`config.mk`:
```
export PLATFORM = sky130hd
export DESIGN_NAME = control_unit_seq
export DESIGN_NICKNAME = d
export VERILOG_FILES = /design/src/rtl/control_unit_seq.sv
export SDC_FILE = /design/constraint.sdc
export NUM_CORES = 1
export LEC_CHECK = 0
export CAP_MARGIN = 20
export CORE_MARGIN = 4
export CORE_UTILIZATION = 50
export DETAILED_ROUTE_END_ITERATION = 6
export PLACE_DENSITY = 0.85
export SLEW_MARGIN = 15
export SYNTH_ARGS = -nofsm -noshare
export SYNTH_HDL_FRONTEND = slang
export SYNTH_SLANG_ARGS = --single-unit
```
`constraint.sdc`:
```
create_clock -name clk -period 2.56 [get_ports clk]
set_clock_uncertainty 0.1 [all_clocks]
set_input_delay 0.64 -clock clk [delete_from_list [all_inputs] [get_ports clk]]
set_output_delay 0.64 -clock clk [all_outputs]
set_load 0.02 [all_outputs]
```
`src/rtl/control_unit_seq.sv`:
```
// rtl/control_unit_seq.sv - registered ID-stage control unit with LDM/STM block-transfer sequencer
module control_unit_seq #(
    parameter int REG_CNT    = 16,
    parameter int REG_IDX_W  = 4,
    parameter int OFFSET_W   = 12,
    parameter int WORD_BYTES = 4
) (
    input  logic                 clk,
    input  logic                 rst,
    input  logic                 In_Valid,
    input  logic [1:0]           Mode,
    input  logic [3:0]           Opcode,
    input  logic                 S_in,
    input  logic                 Cond_Pass,
    input  logic [REG_CNT-1:0]   Reg_List,
    input  logic                 Freeze,
    input  logic                 Flush,
    output logic                 WB_EN,
    output logic                 MEM_R_EN,
    output logic                 MEM_W_EN,
    output logic                 B,
    output logic                 S_out,
    output logic [3:0]           EXE_CMD,
    output logic                 Out_Valid,
    output logic [REG_IDX_W-1:0] Beat_Reg,
    output logic [OFFSET_W-1:0]  Beat_Offset,
    output logic                 Last_Beat,
    output logic                 Busy
);
    localparam int CNT_W = REG_IDX_W + 1;

    typedef enum logic {IDLE = 1'b0, BLOCK = 1'b1} state_t;

    typedef struct packed {
        logic                 wb_en;
        logic                 mem_r_en;
        logic                 mem_w_en;
        logic                 b;
        logic                 s_out;
        logic [3:0]           exe_cmd;
        logic                 out_valid;
        logic [REG_IDX_W-1:0] beat_reg;
        logic [OFFSET_W-1:0]  beat_offset;
        logic                 last_beat;
    } ctrl_t;

    state_t             state, state_nxt;
    logic [REG_CNT-1:0] pending, pending_nxt;
    logic [CNT_W-1:0]   beat_cnt, beat_cnt_nxt;
    logic               blk_load, blk_load_nxt;
    ctrl_t              ctrl_q, ctrl_d;
    logic               consume;
    logic [REG_CNT-1:0] pend_rest, list_rest;

    function automatic logic [REG_CNT-1:0] low_bit(input logic [REG_CNT-1:0] v);
        return v & (~v + REG_CNT'(1));
    endfunction

    function automatic logic [REG_IDX_W-1:0] low_idx(input logic [REG_CNT-1:0] v);
        logic [REG_IDX_W-1:0] idx;
        idx = '0;
        for (int i = REG_CNT - 1; i >= 0; i--)
            if (v[i]) idx = REG_IDX_W'(i);
        return idx;
    endfunction

    function automatic ctrl_t beat_ctrl(input logic load, input logic [REG_IDX_W-1:0] idx,
                                        input logic [CNT_W-1:0] n);
        ctrl_t       c;
        logic [31:0] off;
        c             = '0;
        off           = 32'(n) * 32'(WORD_BYTES);
        c.wb_en       = load;
        c.mem_r_en    = load;
        c.mem_w_en    = !load;
        c.exe_cmd     = 4'b0010;
        c.out_valid   = 1'b1;
        c.beat_reg    = idx;
        c.beat_offset = off[OFFSET_W-1:0];
        return c;
    endfunction

    // Compare-type opcodes always update flags and never write back.
    function automatic ctrl_t dp_ctrl(input logic [3:0] op, input logic s);
        ctrl_t c;
        c           = '0;
        c.out_valid = 1'b1;
        case (op)
            4'b1101: begin c.exe_cmd = 4'b0001; c.wb_en = 1'b1; c.s_out = s; end
            4'b1111: begin c.exe_cmd = 4'b1001; c.wb_en = 1'b1; c.s_out = s; end
            4'b0100: begin c.exe_cmd = 4'b0010; c.wb_en = 1'b1; c.s_out = s; end
            4'b0101: begin c.exe_cmd = 4'b0011; c.wb_en = 1'b1; c.s_out = s; end
            4'b0010: begin c.exe_cmd = 4'b0100; c.wb_en = 1'b1; c.s_out = s; end
            4'b0110: begin c.exe_cmd = 4'b0101; c.wb_en = 1'b1; c.s_out = s; end
            4'b0000: begin c.exe_cmd = 4'b0110; c.wb_en = 1'b1; c.s_out = s; end
            4'b1100: begin c.exe_cmd = 4'b0111; c.wb_en = 1'b1; c.s_out = s; end
            4'b0001: begin c.exe_cmd = 4'b1000; c.wb_en = 1'b1; c.s_out = s; end
            4'b1010: begin c.exe_cmd = 4'b0100; c.s_out = 1'b1; end
            4'b1000: begin c.exe_cmd = 4'b0110; c.s_out = 1'b1; end
            default: ;
        endcase
        return c;
    endfunction

    assign consume   = (state == IDLE) && In_Valid && !Freeze && !Flush;
    assign pend_rest = pending & ~low_bit(pending);
    assign list_rest = Reg_List & ~low_bit(Reg_List);

    always_comb begin
        state_nxt    = state;
        pending_nxt  = pending;
        beat_cnt_nxt = beat_cnt;
        blk_load_nxt = blk_load;
        ctrl_d       = '0;
        if (Flush) begin
            state_nxt    = IDLE;
            pending_nxt  = '0;
            beat_cnt_nxt = '0;
        end else if (state == BLOCK) begin
            if (!Freeze) begin
                ctrl_d           = beat_ctrl(blk_load, low_idx(pending), beat_cnt);
                ctrl_d.last_beat = (pend_rest == '0);
                pending_nxt      = pend_rest;
                beat_cnt_nxt     = beat_cnt + CNT_W'(1);
                if (pend_rest == '0) state_nxt = IDLE;
            end
        end else if (consume && Cond_Pass) begin
            case (Mode)
                2'b00: ctrl_d = dp_ctrl(Opcode, S_in);
                2'b01: begin
                    ctrl_d           = beat_ctrl(S_in, '0, '0);
                    ctrl_d.last_beat = 1'b1;
                end
                2'b10: begin
                    ctrl_d.b         = 1'b1;
                    ctrl_d.out_valid = 1'b1;
                end
                2'b11: begin
                    // An empty register list issues nothing.
                    if (Reg_List != '0) begin
                        ctrl_d           = beat_ctrl(S_in, low_idx(Reg_List), '0);
                        ctrl_d.last_beat = (list_rest == '0);
                        pending_nxt      = list_rest;
                        beat_cnt_nxt     = CNT_W'(1);
                        blk_load_nxt     = S_in;
                        if (list_rest != '0) state_nxt = BLOCK;
                    end
                end
                default: ;
            endcase
        end
    end

    always_ff @(posedge clk) begin
        if (rst) begin
            state    <= IDLE;
            pending  <= '0;
            beat_cnt <= '0;
            blk_load <= 1'b0;
            ctrl_q   <= '0;
        end else begin
            state    <= state_nxt;
            pending  <= pending_nxt;
            beat_cnt <= beat_cnt_nxt;
            blk_load <= blk_load_nxt;
            ctrl_q   <= ctrl_d;
        end
    end

    assign WB_EN       = ctrl_q.wb_en;
    assign MEM_R_EN    = ctrl_q.mem_r_en;
    assign MEM_W_EN    = ctrl_q.mem_w_en;
    assign B           = ctrl_q.b;
    assign S_out       = ctrl_q.s_out;
    assign EXE_CMD     = ctrl_q.exe_cmd;
    assign Out_Valid   = ctrl_q.out_valid;
    assign Beat_Reg    = ctrl_q.beat_reg;
    assign Beat_Offset = ctrl_q.beat_offset;
    assign Last_Beat   = ctrl_q.last_beat;
    assign Busy        = (state == BLOCK);

endmodule

```
==> results.md <==
- Outcome: finished clean
- Leakage: 1.32 nW
- Leading post-synthesis cells by cell area: dfxtp_1, a21oi_1, nand2_1, nor2_1, o21ai_0
- Via-per-instance ratio: 5.86
- Die Height: 78.5 um
- Reg2reg start: Busy
- Die area: 6170 sq um
- Clock Latency Late Sink: 0.30 ns
- Cells after Synth: approximately 320
- Top cell type by total area after synthesis: dfxtp_1
- Worst-margin pin slew: 0.551 ns
- CP top delay family: simple AND/OR/NAND/NOR gates
- Maximum capacitance violations: 0
- Die Wd: between 70 and 80 um
- Nets: 442
- Worst Path Required: 2.64 ns
- CTS Root Cell: clkbuf_8
- EDFF count, synth: 0
- Post-Synth XOR/XNOR Area: 1.76%
- FF-to-FF End: pending[15]
- Arr. time, crit path: between 2 and 3 ns
- Antenna violations before repair: 0
- CTS H-Tree Depth: 2
- Clock-pin slew on the worst setup and hold paths: 0.08 ns
- Fin Setup TNS: 0 ns
- Stages on worst setup path: 7
- Compound-Gate Fraction of Synth Area: about a quarter
- DP HPWL: approximately 5.6 mm
- Mapped cell area: 2490 sq um
- Buf/Inv on CP: 1
- Dominant cell by count in the synthesized netlist: dfxtp_1
- Post-synthesis adder-cell area fraction: about 1.3%
- F_max: 411 MHz
- CTS tree: built
- Largest family of logic cells by synthesized area: simple AND/OR/NAND/NOR gates
- Rel. slew slack: between 60% and 70%
- Vias post-DR: 2,815
- Routed wire length: ~7.5 mm
- Post-DRT Antenna Nets: 0
- Startpoint types: input pin
- Share of layout cells above drive strength 1: 17.7%
- YS warnings: 0
- Pwr dens: about 400 nW/um^2
- Total Power: 1.39 mW
- Hold_buf cts: 0
- IR drop worst, VDD: 266 uV
- Core footprint: 4790 sq um
- Initial core utilization: 52.0%
- Post-synthesis simple-gate area fraction: between 20% and 30%
- Post-CTS setup buffers: 0
- DR pass1 iterations: 5
- Crit path cell chain: clkdlybuf4s50_1 -> or2_2 -> or3_2 -> a21oi_1 -> a21oi_1 -> nor4_2 -> o32ai_1
- First-pass GRT wire length: 12.3 mm
- Syn avg cell area: 7.75 sq um
- Hold Crit Depth: 1
- Gr ovfl total: 0
- Slowest cell on crit path: clkdlybuf4s50_1
- Std cell rows: 25
- Post-synth top cells: dfxtp_1, nand2_1, nor2_1
- Diodes inserted: 0
- I/O pin cnt: 57
- Sink Count: 42
- Post_cts resized: 0
- Fin. Hold Viols: 0
- Seq/Total Area, Yosys: 33.8%
- Port buffer count: 49
- WL/cell: about 16 um
- Largest net degree at the start of global routing: 16
- Vias in the first global route: 2,583
- CTS buffer count: 5
- Async SR Flop Fraction: 0%
- R2R cell count: 8
- Mux cell area share after synthesis: 0%
- Tot GR Track Use: 24.7%
- Slowest stage delay, CP: approximately 0.49 ns
- Tmin final: approximately 2.4 ns
- Final Slew Violations: 0
- Synth unique cells: 59
- Clock Path Buffers: 2
- Drt drc: 0
- Hold wc startpoint: beat_cnt[4]
- Area Growth Syn to Fin: 39.7%
- Crit path max fanout: 4
- Final Cycle Share: 95.0%
- Worst setup EP type: register
- Global placer's final weighted congestion: 0.983
- Final setup vio count: 0
- Synth Flop Type: dfxtp_1
- Most used cell, CP: a21oi_1
- Crit Path Category: in2reg
- Hold Path End: Beat_Offset[6]
- R2r setup slk: around 0.42 ns
- Seq cells post-synth: 42
- Initial drt markers: 217
- Top cell type's share of synthesized area: 33.8%
- RSZ-0062 raised after global routing: false
- Hold Path Class: reg2reg
-- through the flow --
step                setup WS, ns  hold slack [ns]  instance area, sq um  std cells  util [%]
global route             0.00552            0.415                  3470        480      72.6
floorplan                  0.203            0.344                  2510        327         -
finish                     0.129            0.397                  3470        480      72.6
global placement          -0.139            0.360                  3370        472      70.4
detailed placement        -0.239            0.381                  3370        472      70.4
CTS                       0.0501            0.392                  3470        480      72.6
-- state kept, by name, summed over array words and instances, names as in the netlist --
register,flops
pending,15
B,1
WB_EN,1
Out_Valid,1
MEM_R_EN,1
blk_load,1
Beat_Reg,4
S_out,1
Last_Beat,1
Beat_Offset,5
EXE_CMD,4
beat_cnt,5
MEM_W_EN,1
Busy,1
-- cells by family after synthesis --
logic type	count (synthesis)
buffers and inverters	33
other	1
DFF	42
AOI/OAI and AO/OA	99
and+or+nand+nor	138
adders and majority gates	3
xor gates and xnor gates	5
-- layout by cell type (no fill, tap or decap), types with 6 or more instances in the layout --
cell,netlist,layout
clkdlybuf4s50_1,0,49
buf_4,7,49
dfxtp_1,42,42
nand2_1,36,36
nor2_1,35,35
a21oi_1,28,28
o21ai_0,19,19
nor3_1,11,11
inv_1,11,11
nand3_1,10,10
or2_2,7,7
and2_1,7,7
conb_1,1,7
o211ai_1,6,6
-- how the worst max path moves through the flow --
stage	start	to	slack, ns
2_1_floorplan	Reg_List[3]	Busy	0.20
3_3_place_gp	Reg_List[2]	Busy	-0.14
3_5_place_dp	Reg_List[6]	Busy	-0.24
4_1_cts	Reg_List[6]	Busy	0.05
5_1_grt	Reg_List[2]	Busy	0.006
6_report	Reg_List[1]	Busy	0.13
-- final cells by class --
type                       count  area, sq um
timing repair buffer         100          898
multi-input combinational    252         1500
tap                           67         83.8
sequential                    42          841
clock inverter                 1         30.0
clock buffer                   7         76.3
fill                         379         1310
inverter                      11         41.3
-- worst reg2reg max path: cells and delay by family, from the launching register on --
kind / cells / cell delay (ns)
flops: 1 / 0.49
simple gates: 3 / 0.60
compound gates: 3 / 0.50
buf+inv: 2 / 0.32
-- where the power goes --
| part | switching [mW] | leakage [nW] | internal [mW] | total (mW) |
|---|---|---|---|---|
| clock | 0.232 | 0.0524 | 0.292 | 0.524 |
| sequential | 0.00203 | 0.338 | 0.655 | 0.657 |
| combinational | 0.103 | 0.932 | 0.102 | 0.205 |
-- routing by layer --
metal | wire, um | vias to the layer above | track usage, %
li1 | - | 1337 | -
met1 | 3070 | 1332 | 30.5
met2 | 3740 | 131 | 42.7
met3 | 501 | 15 | 4.59
met4 | 138 | 0 | 8.22
met5 | 0 | - | 0
Power figures use the tool's default switching activity.
